File: config.mk
export PLATFORM = sky130hd
export DESIGN_NAME = lfsr_period_gen
export DESIGN_NICKNAME = d
export VERILOG_FILES = /design/src/rtl/lfsr_period_gen.sv
export SDC_FILE = /design/constraint.sdc
export NUM_CORES = 1
export LEC_CHECK = 0
export CELL_PAD_IN_SITES_DETAIL_PLACEMENT = 2
export CELL_PAD_IN_SITES_GLOBAL_PLACEMENT = 2
export CORE_ASPECT_RATIO = 1.1
export CORE_MARGIN = 1
export CORE_UTILIZATION = 33
export CTS_CLUSTER_SIZE = 8
export DETAILED_ROUTE_END_ITERATION = 10
export MAX_ROUTING_LAYER = met4
export PLACE_DENSITY = 0.9
export SLEW_MARGIN = 25
export SYNTH_ARGS = -nofsm -noshare
export SYNTH_HDL_FRONTEND = slang
export SYNTH_SLANG_ARGS = --single-unit
File: constraint.sdc
create_clock -name clk -period 2.6 [get_ports clk]
set_input_delay 0.26 -clock clk [delete_from_list [all_inputs] [get_ports clk]]
set_output_delay 0.26 -clock clk [all_outputs]
set_load 0.01 [all_outputs]
File: src/rtl/lfsr_period_gen.sv
// Galois LFSR with guarded seed load and an in-RTL period monitor that counts
// advances until the state returns to a captured reference (or times out).
module lfsr_period_gen #(
  parameter int unsigned      WIDTH        = 8,
  parameter logic [WIDTH-1:0] TAPS         = 8'hB8,
  parameter logic [WIDTH-1:0] DEFAULT_SEED = 8'h01
) (
  input  logic             clk,
  input  logic             i_rst,
  input  logic             i_valid,
  input  logic             i_soft_reset,
  input  logic [WIDTH-1:0] i_seed,
  input  logic             i_measure,
  output logic [WIDTH-1:0] o_lfsr,
  output logic             o_seed_err,
  output logic             o_busy,
  output logic [WIDTH:0]   o_period,
  output logic             o_period_valid,
  output logic             o_period_timeout
);

  typedef enum logic [1:0] {
    ST_IDLE    = 2'd0,
    ST_MEASURE = 2'd1,
    ST_DONE    = 2'd2
  } state_e;

  // Last count value before the 2**WIDTH bound; cnt never wraps past it.
  localparam logic [WIDTH:0] CNT_LAST = {1'b0, {WIDTH{1'b1}}};
  localparam logic [WIDTH:0] CNT_ONE  = {{WIDTH{1'b0}}, 1'b1};

  state_e           state_q;
  logic [WIDTH-1:0] lfsr_q, lfsr_d;
  logic [WIDTH-1:0] ref_q;
  logic [WIDTH-1:0] seed_d;
  logic [WIDTH:0]   cnt_q;
  logic [WIDTH:0]   period_q;
  logic             seed_err_q, period_valid_q, timeout_q, busy_q;
  logic             start, advance, hit_ref, cnt_last;

  always_comb begin
    lfsr_d = {1'b0, lfsr_q[WIDTH-1:1]};
    if (lfsr_q[0]) lfsr_d = lfsr_d ^ TAPS;
  end

  assign seed_d   = (i_seed == '0) ? DEFAULT_SEED : i_seed;
  assign start    = i_soft_reset | i_measure;
  // A start cycle swallows i_valid: no advance and no count.
  assign advance  = i_valid & ~start;
  assign hit_ref  = (lfsr_d == ref_q);
  assign cnt_last = (cnt_q == CNT_LAST);

  always_ff @(posedge clk or negedge i_rst) begin
    if (!i_rst) begin
      state_q        <= ST_IDLE;
      lfsr_q         <= DEFAULT_SEED;
      ref_q          <= DEFAULT_SEED;
      cnt_q          <= '0;
      period_q       <= '0;
      seed_err_q     <= 1'b0;
      period_valid_q <= 1'b0;
      timeout_q      <= 1'b0;
      busy_q         <= 1'b0;
    end else begin
      seed_err_q     <= 1'b0;
      period_valid_q <= 1'b0;
      if (i_soft_reset) begin
        lfsr_q     <= seed_d;
        ref_q      <= seed_d;
        cnt_q      <= '0;
        timeout_q  <= 1'b0;
        seed_err_q <= (i_seed == '0);
        state_q    <= ST_MEASURE;
        busy_q     <= 1'b1;
      end else if (i_measure) begin
        ref_q     <= lfsr_q;
        cnt_q     <= '0;
        timeout_q <= 1'b0;
        state_q   <= ST_MEASURE;
        busy_q    <= 1'b1;
      end else if (advance) begin
        lfsr_q <= lfsr_d;
        if (state_q == ST_MEASURE) begin
          if (hit_ref) begin
            period_q       <= cnt_q + CNT_ONE;
            period_valid_q <= 1'b1;
            state_q        <= ST_DONE;
            busy_q         <= 1'b0;
          end else if (cnt_last) begin
            timeout_q <= 1'b1;
            state_q   <= ST_DONE;
            busy_q    <= 1'b0;
          end else begin
            cnt_q <= cnt_q + CNT_ONE;
          end
        end
      end
    end
  end

  assign o_lfsr           = lfsr_q;
  assign o_seed_err       = seed_err_q;
  assign o_busy           = busy_q;
  assign o_period         = period_q;
  assign o_period_valid   = period_valid_q;
  assign o_period_timeout = timeout_q;

endmodule

After elaboration in Yosys (flattened, before gate mapping)
Cells that the tools add are included.
{"block": "op_classes", "add_sub_neg": 1, "eq_ne": 6, "mux": 37, "bitwise": 6, "reduce_logical": 12}
{"cell": "8-bit two-way mux", "n": 7}
{"cell": "9-bit two-way mux", "n": 6}
{"cell": "1-bit two-way mux", "n": 18}
{"cell": "2-bit two-way mux", "n": 6}
{"cell": "9-bit by 1-bit adder with 9-bit output (second input constant)", "n": 1}
{"cell": "9-bit by 8-bit equality test with 1-bit output (second input constant)", "n": 1}
{"cell": "3-bit nonzero test", "n": 3}
{"cell": "8-bit equality test", "n": 1}
{"cell": "8-bit zero test", "n": 1}
{"cell": "4-bit AND reduction", "n": 2}
{"cell": "3-bit inequality test (second input constant)", "n": 2}
{"cell": "5-bit AND reduction", "n": 1}
{"cell": "3-bit inverter with 4-bit output", "n": 1}
{"cell": "2-bit nonzero test", "n": 2}
{"cell": "4-bit nonzero test", "n": 1}
{"cell": "1-bit inverter", "n": 3}
{"cell": "3-bit AND reduction", "n": 1}
{"cell": "2-bit by 1-bit equality test with 1-bit output (second input constant)", "n": 1}
{"cell": "2-bit inequality test (second input constant)", "n": 1}
{"cell": "2-bit AND reduction", "n": 1}
{"cell": "1-bit bitwise AND", "n": 1}
{"cell": "1-bit bitwise OR", "n": 1}
{"block": "totals", "register_bits": 40, "in_bits": 13}

Logic depth before layout (Yosys ltp)
{"block": "logic_depth", "ltp_word": 8, "mapped_depth": 10, "mapped_depth_nobuf": 9}

Worst setup path before layout
OpenSTA, ideal clock, no wires.
{"block": "synth_timing", "path_kind": "register -> register", "from": "register cnt_q[0]", "to": "register cnt_q[7]", "setup_time_ns": 0.078, "arrival_ns": 2.151, "t_required_ns": 2.522, "setup_slack_ns": 0.371, "stages_incl_launch_ff": 11, "period_less_slack_ns": 2.229, "cell_sequence": "dfrtp_1 ha_1 nand3_1 nor2_1 and3_1 ha_1 nor2b_1 o21ai_2 buf_2 or3_1 a21oi_1"}
{"block": "synth_between", "elab_chain_cells": 7}
{"item": "start: declaration", "line_no": "36", "rtl": "logic [WIDTH:0] cnt_q;"}
{"item": "start signal: assignment", "line_no": "94", "rtl": "cnt_q <= cnt_q + CNT_ONE;"}
{"item": "9-bit by 1-bit adder with 9-bit output", "line_no": "94"}
{"item": "9-bit two-way mux", "line_no": "89", "rtl": "end else if (cnt_last) begin"}
{"item": "9-bit two-way mux", "line_no": "84", "rtl": "if (hit_ref) begin"}
{"item": "9-bit two-way mux", "line_no": "83", "rtl": "if (state_q == ST_MEASURE) begin"}
{"item": "9-bit two-way mux", "line_no": "81", "rtl": "end else if (advance) begin"}
{"item": "9-bit two-way mux", "line_no": "75", "rtl": "end else if (i_measure) begin"}
{"item": "9-bit two-way mux", "line_no": "67", "rtl": "if (i_soft_reset) begin"}
Several ways; a longest one is shown, not always the timed one. The select of a mux whose other input is x is not followed.
A chain may end at the register's enable or synchronous reset.

Worst setup path in the final report
{"block": "layout_timing", "from": "register cnt_q[0]", "to": "register cnt_q[5]"}
Same word-level chain as after synthesis.

==> impl_metrics.csv <==
group,metric,value,unit
synth,synth.area.top_cells,"dfrtp_1 48%, mux2i_1 7.8%, xnor2_1 5.0%",
worst_setup_path,worst-path-max-fanout,14,
routing,ant_nets,0,
placement,dp_hpwl,3682,um
timing,clock_skew,6.253,ps
clock_tree,cts_tree,"yes",
synth,synth.distinct_cells,32,
routing,drc,0,
power_and_ir_drop,leakage,1.099,nW
power_and_ir_drop,p_int,0.0009883,W
finish,area_growth,26.83,%
worst_setup_path,cp_common_cell,"ha_1",
routing,drtIter0Drc,48,
worst_setup_path,crit_slowest_cell,"dfrtp_1",
placement,gp_congestion,0.7126,
worst_setup_path,reg2reg_slack,170,ps
worst_setup_path,reg2regPathDepth,9,
global_route,grt_util_all_layers,18.66,%
floorplan,die_area,0.006176,mm^2
finish,layout.cells.non_filler,297,
finish,num_antenna_cells,0,
worst_setup_path,arrival,2640,ps
clock_tree,cts.sinks,39,
worst_setup_path,timing.rr.end,"cnt_q[5]",
timing,rsz0062_at_grt,"false",
routing,post_drt_wl_per_cell,16.68,um
finish,final_layout_size_suffix_gt1_share,12.61,%
clock_tree,htreeDepth,2,
worst_setup_path,crit_start,"cnt_q[0]",
timing,whs,74.97,ps
timing,finalSetupViolCount,0,
clock_tree,clk_pin_slew,70,ps
flow_run,maxCapViolations,0,
timing,min_period_over_period,93.40,%
finish,layout.nets,236,
synth,synth_seq_area_share,50.55,%
global_route,grt_max_degree,40,
timing,drv_slew,0,
timing,fin_crit,2428,ps
hold_path,hold_class,"input port to async pin",
worst_setup_path,cp.buffers_inverters,0,
global_route,grt-ovfl-total,0,
floorplan,fp.dieH,82.33,um
routing,via_per_inst,5.088,
power_and_ir_drop,clock_power_share,33.9,%
power_and_ir_drop,combPwrFrac,15.8,%
worst_setup_path,cp-end-kind,"register",
placement,portBuffers,33,
clock_tree,cts_root_buf,"clkbuf_8",
worst_setup_path,crit_type,"register to register",
synth,synthCells,185,
worst_setup_path,critPathTopFamily,"simple AND/OR/NAND/NOR gates",
finish,fillerInstances,600,
worst_setup_path,required,2810,ps
synth,avgSynthCellArea,10.46,um^2
synth,yosysWarningCount,0,
timing,hold_viol_final,0,
power_and_ir_drop,power_density,550.3,mW/mm^2
synth,synth-seq-cells,39,
power_and_ir_drop,seqPwrFrac,50.3,%
synth,ys.flop_type,"dfrtp_1",
placement,dp.cells,289,
finish,multi_input_area,893.4,um^2
power_and_ir_drop,p_sw_share,26.84,%
timing,slew_headroom,41.57,%
worst_setup_path,timing.rr.start,"cnt_q[0]",
global_route,grt_pass1_vias,1674,
run_status,status,"finished, final reports clean",
floorplan,rows,28,
timing,worstMarginPinSlew,876.5,ps
routing,drt_wl_total,4954,um
timing,fmax,411.8,MHz
floorplan,num_io_pins,34,
synth,post-synth-top-area-cell,"dfrtp_1",
floorplan,core_area,0.005500,mm^2
floorplan,die_w,75.02,um
synth,synthesis.nets,200,
worst_setup_path,cpPeakStageDelay,420,ps
worst_setup_path,startpoint_type,"register",
timing,finalSetupTns,0,ps
synth,syn-cell-area,0.001936,mm^2
clock_tree,clk_latency,300,ps
synth,synthArstFlopShare,100.0,%
power_and_ir_drop,peakVddDrop,0.3212,mV
worst_setup_path,endpoint,"cnt_q[5]",
finish,fin_area,0.002455,mm^2
routing,vias,1511,
synth,synth_top_cell_area_share,47.83,%
clock_tree,ctsHoldBuffers,0,
clock_tree,cts_buffers,5,
finish,seq_area,978.4,um^2
global_route,grt_antenna_before_repair,0,
clock_tree,clockBufferDepth,2,
worst_setup_path,path_depth,9,
synth,synth_edf_count,0,
routing,first_pass_iters,2,
worst_setup_path,path_cells,"ha_1, nand3_1, nor2_1, and3_1, ha_1, nor2b_2, o21ai_4, or3_1, a21oi_1",
global_route,grt_pass1_wl,8135,um
power_and_ir_drop,switchingPower,0.0003626,W
placement,postPlaceCellArea,0.002345,mm^2
floorplan,initial_core_util,35.19,%
sequential cells by signal, indices dropped and copies added, names as in the netlist:
register	count
cnt_q	9
o_lfsr	8
o_period	9
o_period_timeout	1
o_period_valid	1
o_seed_err	1
ref_q	8
state_q	2
Yosys cell counts, drive strengths merged (3+ instances only):
library cell  number
mux2i             15
o21ai             13
a21oi             18
nand2             10
nor2              14
xnor2             11
inv                9
buf                3
and3               3
dfrtp             37
nand3              8
clkbuf             5
or3                5
xor2               6
mux2               8
cell families (layout without fill, tap and decap cells):
group                    Yosys count  after routing  share of synthesized area (%)
flip-flops                        39             39                          50.55
multiplexers                      23             23                          12.41
XOR/XNOR                          17             17                          7.692
AO/OA/AOI/OAI                     40             40                          11.89
buffers and inverters             17             54                          3.814
adder cells (fa/ha/maj)            2              2                          1.293
AND/OR/NAND/NOR                   47             47                          12.35
final cells by class:
class / instances / area share [%]
Inverter: 9 / 1.376
Sequential cell: 39 / 39.86
Timing Repair Buffer: 37 / 14.48
Multi-Input combinational cell: 129 / 36.39
Clock buffer: 8 / 4.077
Tap cell: 75 / 3.823
worst min-delay path by stage:
stage / startpoint / endpoint
after floorplan: i_rst / cnt_q[0]
after global placement: i_rst / o_period_valid
after detailed placement: i_rst / o_period_valid
after CTS: i_rst / o_period[1]
after global routing: i_rst / o_period[5]
final: i_rst / o_period_valid
stage by stage:
stage	util (%)	setup slack [ps]	power, W
after floorplan	-	371.3	0.0008050
after global placement	42.63	266.8	0.0008956
after detailed placement	42.63	84.35	0.0009053
after CTS	44.45	30.64	0.001370
after global routing	44.63	17.84	0.001414
final	44.63	171.7	0.001351
repair_timing:
item                                    CTS  global route
setup buffers                             0             0
resized for setup                         0             2
endpoints found under the setup margin    0             5
endpoints found under the hold margin     0             0
routing by layer:
layer / part of all wire (%) / track usage [%]
met1: 39 / 19.04
met2: 56 / 34.68
met3: 2.8 / 4.005
met4: 1.9 / 6.981
met5: 0 / -
power groups by stage:
stage	clock, W	sequential (W)	combinational [W]
after CTS	0.000474	0.000681	0.000216
after global placement	0	0.000691	0.000205
after global routing	0.000492	0.000686	0.000236
after detailed placement	0	0.000693	0.000213
final	0.000458	0.000680	0.000213
after floorplan	0	0.000685	0.000120
placed cells by master (no fill, tap or decap), types with 2 or more instances in the layout:
cell             count
inv_1                9
xor2_1               6
nand2b_1             2
nand3_1              7
or2_2                2
or3_1                5
nor2_1              13
and3_1               3
ha_1                 2
mux2i_1             15
o21ai_0             12
clkbuf_8             7
dfrtp_1             37
mux2_2               8
clkdlybuf4s50_1     32
dfstp_2              2
buf_4                4
nand2_1             10
a21oi_1             18
a31oi_1              2
xnor2_1             11
nor4_1               2
a211o_1              2
Note: power is estimated with default switching activity, not from simulation.
